<file path="src/rtl/alu_flag_stage.sv">
// Execute-stage back end: holds the NZCV flag register, evaluates the condition
// field against it, and registers the ALU result for the writeback cycle.
module alu_flag_stage #(
  parameter int W = 4
) (
  input  logic         clk,
  input  logic         rst_n,
  input  logic [W-1:0] alu_result,
  input  logic         alu_co,
  input  logic         alu_ovf,
  input  logic         alu_z,
  input  logic         alu_n,
  input  logic [2:0]   alu_ctrl,
  input  logic         shifter_carry,
  input  logic         ex_valid,
  input  logic [3:0]   cond,
  input  logic         s_bit,
  input  logic         msr_we,
  input  logic [3:0]   msr_nzcv,
  output logic [3:0]   nzcv,
  output logic         cond_pass,
  output logic [W-1:0] alu_out_q,
  output logic         result_valid,
  output logic         cond_fail
);

  logic [3:0]   nzcv_q, nzcv_d;
  logic [W-1:0] alu_out_d;
  logic         result_valid_q, result_valid_d;
  logic         cond_fail_q, cond_fail_d;
  logic         flag_n, flag_z, flag_c, flag_v;

  assign {flag_n, flag_z, flag_c, flag_v} = nzcv_q;

  // Decode uses only the registered flags, so a flag-setting op is seen by the
  // instruction in the following execute cycle, never by itself.
  always_comb begin
    cond_pass = 1'b0;
    unique case (cond)
      4'b0000: cond_pass = flag_z;
      4'b0001: cond_pass = !flag_z;
      4'b0010: cond_pass = flag_c;
      4'b0011: cond_pass = !flag_c;
      4'b0100: cond_pass = flag_n;
      4'b0101: cond_pass = !flag_n;
      4'b0110: cond_pass = flag_v;
      4'b0111: cond_pass = !flag_v;
      4'b1000: cond_pass = flag_c && !flag_z;
      4'b1001: cond_pass = !flag_c || flag_z;
      4'b1010: cond_pass = (flag_n == flag_v);
      4'b1011: cond_pass = (flag_n != flag_v);
      4'b1100: cond_pass = !flag_z && (flag_n == flag_v);
      4'b1101: cond_pass = flag_z || (flag_n != flag_v);
      4'b1110: cond_pass = 1'b1;
      default: cond_pass = 1'b0;
    endcase
  end

  always_comb begin
    nzcv_d         = nzcv_q;
    alu_out_d      = alu_out_q;
    result_valid_d = 1'b0;
    cond_fail_d    = 1'b0;
    if (ex_valid) begin
      if (cond_pass) begin
        alu_out_d      = alu_result;
        result_valid_d = 1'b1;
        if (s_bit) begin
          // Logical ops take C from the shifter and leave V untouched.
          if (alu_ctrl[2]) nzcv_d = {alu_n, alu_z, shifter_carry, nzcv_q[0]};
          else             nzcv_d = {alu_n, alu_z, alu_co, alu_ovf};
        end
      end else begin
        cond_fail_d = 1'b1;
      end
    end
    // Direct flag write overrides any ALU flag update in the same cycle.
    if (msr_we) nzcv_d = msr_nzcv;
  end

  always_ff @(posedge clk or negedge rst_n) begin
    if (!rst_n) begin
      nzcv_q         <= 4'b0000;
      alu_out_q      <= '0;
      result_valid_q <= 1'b0;
      cond_fail_q    <= 1'b0;
    end else begin
      nzcv_q         <= nzcv_d;
      alu_out_q      <= alu_out_d;
      result_valid_q <= result_valid_d;
      cond_fail_q    <= cond_fail_d;
    end
  end

  assign nzcv         = nzcv_q;
  assign result_valid = result_valid_q;
  assign cond_fail    = cond_fail_q;

endmodule

</file>
<file path="config.mk">
export PLATFORM = sky130hd
export DESIGN_NAME = alu_flag_stage
export DESIGN_NICKNAME = d
export VERILOG_FILES = /design/src/rtl/alu_flag_stage.sv
export SDC_FILE = /design/constraint.sdc
export NUM_CORES = 1
export LEC_CHECK = 0
export BUFFER_PORTS_ARGS = -buffer_cell sky130_fd_sc_hd__buf_2
export CAP_MARGIN = 25
export CORE_MARGIN = 1.5
export CORE_UTILIZATION = 35
export CTS_BUF_LIST = sky130_fd_sc_hd__clkbuf_4
export DETAILED_ROUTE_END_ITERATION = 8
export PLACE_DENSITY_LB_ADDON = 0.12
export SKIP_LAST_GASP = 1
export SLEW_MARGIN = 20
export SYNTH_ARGS = -nofsm -noshare
export SYNTH_HDL_FRONTEND = slang
export SYNTH_SLANG_ARGS = --single-unit
</file>
<file path="constraint.sdc">
create_clock -name clk -period 3.3 [get_ports clk]
set_clock_uncertainty 0.15 [all_clocks]
set_input_delay 0.66 -clock clk [delete_from_list [all_inputs] [get_ports clk]]
set_output_delay 0.66 -clock clk [all_outputs]
set_load 0.01 [all_outputs]
</file>
* After elaboration in Yosys (flattened, before gate mapping) *
Cells that the tools add are included.
Widths: inputs -> output; s select.

storage, ports and cells
  register bits = 10
  input port bits = 25
  output and inout bits = 11
  logic and storage cells = 47

operators by class
  eq/ne operators = 17
  mux-type cells = 10
  reduce and logical (&&, ||, !) cells = 15

operators by type and width
  cell                number
  $eq 4x4->1 const B  7
  $eq 4x3->1 const B  4
  $mux 4              4
  $pmux 1 s15         1
  $eq 4x2->1 const B  2
  $reduce_bool 2->1   3
  $eq 4x1->1 const B  1
  $logic_not 1->1     4
  $logic_not 4->1     1
  $mux 1              4
  $reduce_and 4->1    1
  $reduce_and 3->1    1
  $logic_and 1x1->1   2
  $logic_or 1x1->1    2
  $mux 2              1
  $ne 2x1->1 const B  1
  $reduce_and 2->1    1
  $eq 1x1->1          1
  $ne 1x1->1          1

* Longest topological paths before layout *
  word-level depth = 6
  depth in mapped cells = 7

* Worst setup path after synthesis *
OpenSTA, ideal clock, no wires.

  path type = input port to output port
  start = input cond[0]
  end = output cond_pass
  arrival time = 2,014 ps
  data required time = 2,490 ps
  slack = 476 ps
  stages = 5
  path buffers = 1
  path through = buf_6 > and4b_4 > a221o_1 > or4_4 > nand3_1

between the ends
  cells in the longest elaborated chain, start to end = 2
  elaborated cells on any way between the ends = 16

ends and longest elaborated chain
  element                             RTL line  text
  from (decl)                         16        input logic [3:0] cond,
  $eq 4x4->1 (tied with other cells)  39        unique case (cond)
  $pmux 1 s15 (*)                     39
  to (decl)                           21        output logic cond_pass,

Mark *: on every way between the ends. The rest lies on a longest branch, timed or not.

* Final worst setup path *
Same ends and word-level chain as after synthesis.

==> flow_metrics.env <==
export IMPL_peakVddDrop_v=0.000276
export IMPL_insertion_delay_ns=0.26
export IMPL_crit_slowest_cell="or4_4"
export IMPL_crit_reg2reg_launch="nzcv[2]"
export IMPL_ant_nets=0
export IMPL_fmax_ghz=0.332
export IMPL_drt_iter0_drc=2
export IMPL_cpPeakStageDelay_ns=0.57
export IMPL_grt_pass1_wl_um=2420
export IMPL_critical_path_required_ns=2.49
export IMPL_clockBufferDepth=2
export IMPL_grt_pass1_vias=557
export IMPL_start_kind="input pin"
export IMPL_p_int_uw=253
export IMPL_grtUsageTotal_pct=16.2
export IMPL_syn_area_per_cell_um2=10.5
export IMPL_io_buffer_count=33
export IMPL_dp_hpwl_um=1220
export IMPL_worst_setup_path_type="input pin to output port"
export IMPL_vias_per_cell=4.88
export IMPL_nFillCells=177
export IMPL_cts_tree="yes"
export IMPL_die_width_um=46.4
export IMPL_root_buffer="clkbuf_4"
export IMPL_dr_total_vias=595
export IMPL_postCtsSetupBuffers=0
export IMPL_yosysSeqAreaShare_pct=38.0
export IMPL_p_leak_uw=0.000398
export IMPL_rows=15
export IMPL_tightest_slew_ns=0.359
export IMPL_cts_sinks=10
export IMPL_rr_endpoint="alu_out_q[2]"
export IMPL_finalSetupTns_ns=0
export IMPL_antenna_found_initial=0
export IMPL_grt_max_degree=11
export IMPL_switching_share_pct=31.8
export IMPL_pwr_share_seq_pct=43.9
export IMPL_place_congestion=0.814
export IMPL_endpoint_kind="output port"
export IMPL_p_per_area_nw_per_um2=429
export IMPL_totalWireLength_um=1460
export IMPL_synth_seq_cells=10
export IMPL_maxCapViolations=0
export IMPL_hp_class="input pin to asynchronous set/reset pin"
export IMPL_rsz0062_at_grt="false"
export IMPL_slew_viol_final=0
export IMPL_numCtsBuffers=3
export IMPL_crit_path_cell_trace="buf_2 > and4b_4 > a221o_1 > or4_4 > nand3_1 > buf_2"
export IMPL_core_area_um2=1750
export IMPL_insertedDiodeCount=0
export IMPL_dr_pass1_iters=4
export IMPL_crit_fanout=10
export IMPL_yosysWarnings=0
export IMPL_ctsHoldBuffers=0
export IMPL_r2r_setup_slack_ns=0.82
export IMPL_ios=36
export IMPL_p_sw_uw=118
export IMPL_path_common_cell="buf_2"
export IMPL_outcome="complete, no violations"
export IMPL_setup_slack_ns=0.288
export IMPL_htree_levels=1
export IMPL_regArea_um2=250
export IMPL_syn_inst=63
export IMPL_relSlewSlack_pct=75.5
export IMPL_crit_path_start="cond[0]"
export IMPL_r2r_worst_path_cells=5
export IMPL_post_route_period_util_pct=91.3
export IMPL_cp_arrival_ns=2.20
export IMPL_yosysUniqueCellTypes=32
export IMPL_multi_input_area_um2=383
export IMPL_final_min_clock_period_ns=3.01
export IMPL_synth_area_um2=659
export IMPL_comb_power_share_pct=34.7
export IMPL_hold_viol=0
export IMPL_clk_pin_slew_ns=0.06
export IMPL_nets=124
export IMPL_area_growth_pct=30.9
export IMPL_wl_per_cell_um=11.9
export IMPL_whs_ns=0.0999
export IMPL_drive_gt1_share_pct=48.5
export IMPL_setup_violations=0
export IMPL_overflow=0
export IMPL_ctsResizeCount=0
export IMPL_drc_errors=0
export IMPL_place_ws_ns=0.283
export IMPL_pwr_share_clk_pct=21.4
export IMPL_die_area_um2=2150
export IMPL_initial_core_util_pct=37.8
export IMPL_die_h_um=46.4
export IMPL_syn_num_nets=88
## synthesized netlist by cell type
| master | number | area (µm²) |
|---|---|---|
| and3_1 | 1 | 6.26 |
| a21oi_1 | 2 | 10.0 |
| o21ai_1 | 4 | 20.0 |
| or4b_2 | 1 | 10.0 |
| buf_1 | 1 | 3.75 |
| nand3b_1 | 1 | 7.51 |
| dfrtp_1 | 10 | 250 |
| or2_2 | 1 | 6.26 |
| nor2_1 | 2 | 7.51 |
| xnor2_1 | 2 | 17.5 |
| a2111oi_0 | 1 | 8.76 |
| a221o_1 | 1 | 10.0 |
| buf_6 | 1 | 11.3 |
| and2b_1 | 1 | 7.51 |
| inv_1 | 3 | 11.3 |
| mux2i_1 | 4 | 40.0 |
| nand2_1 | 6 | 22.5 |
| and4_1 | 1 | 8.76 |
| o2111ai_1 | 1 | 8.76 |
| mux2_2 | 5 | 56.3 |
| or2b_1 | 1 | 7.51 |
| nand3_1 | 1 | 5.00 |
| and4b_4 | 1 | 13.8 |
| a31oi_1 | 1 | 6.26 |
| nor2b_1 | 2 | 12.5 |
| or4_1 | 1 | 7.51 |
| or3_1 | 1 | 6.26 |
| or4_4 | 1 | 11.3 |
| a31oi_4 | 2 | 42.5 |
| xor2_1 | 1 | 8.76 |
| nand4_1 | 1 | 6.26 |
| nor3b_1 | 1 | 7.51 |
## critical path, delay by kind of cell
kind / cells / cell delay [ns]
buffers and inverters: 2 / 0.30
AND/OR/NAND/NOR: 3 / 0.91
AO/OA/AOI/OAI: 1 / 0.34
## power by group through the flow
stage	Combinational, µW	Sequential, µW	Clock, µW
2_1_floorplan	65.7	175	0
3_3_place_gp	127	163	0
3_5_place_dp	131	165	0
4_1_cts	131	163	84.5
5_1_grt	142	166	88.6
6_report	129	163	79.2
## cell families after synthesis
group | count (synthesis) | synth area share, %
muxes | 9 | 14.6
and+or+nand+nor | 24 | 23.3
xor gates and xnor gates | 3 | 3.99
buffers and inverters | 5 | 3.98
AOI/OAI and AO/OA | 12 | 16.1
DFF | 10 | 38.0
## worst max path at each step
stage	end	slack, ns	cells past startpoint
2_1_floorplan	cond_pass	0.48	5
3_3_place_gp	cond_pass	0.30	6
3_5_place_dp	cond_pass	0.28	6
4_1_cts	cond_pass	0.28	6
5_1_grt	cond_pass	0.23	6
6_report	cond_pass	0.29	6
## placed cells by master (no fill, tap or decap), types with 2 or more instances in the layout
master | netlist | final
a21oi_1 | 2 | 2
a31oi_4 | 2 | 2
buf_2 | 0 | 33
clkbuf_4 | 0 | 3
dfrtp_1 | 10 | 10
inv_1 | 3 | 3
mux2_2 | 5 | 5
mux2i_1 | 4 | 4
nand2_1 | 6 | 6
nor2_1 | 2 | 2
nor2b_1 | 2 | 2
o21ai_1 | 4 | 4
xnor2_1 | 2 | 2
## sequential cells by signal (all words and copies together) (netlist names)
signal,cells
result_valid,1
cond_fail,1
alu_out_q,4
nzcv,4
## metrics by stage
step	area, µm²	total power (µW)	util [%]	cells
after floorplan	659	240	-	63
after global placement	841	291	48.2	119
after detailed placement	841	296	48.2	119
after CTS	863	378	49.5	122
after global routing	863	397	49.5	122
final	863	371	49.5	122
## area by class of cell
| cell class | instances | share of cell area (%) |
|---|---|---|
| Clock buffer | 3 | 2.61 |
| Inverter | 3 | 1.30 |
| Multi-Input combinational cell | 48 | 44.3 |
| Sequential cell | 10 | 29.0 |
| Tap cell | 25 | 3.62 |
| Timing Repair Buffer | 33 | 19.1 |
## layer usage
metal / vias up / part of all wire, % / track usage [%] / wire length (µm)
met1: 269 / 45 / 20.7 / 654
met4: 0 / 1.6 / 8.57 / 24
li1: 301 / - / - / -
met3: 4 / 4.7 / 3.92 / 68
met2: 21 / 49 / 25.0 / 709
met5: - / 0 / 0 / 0
No activity file was read; power rests on OpenSTA's default activity.
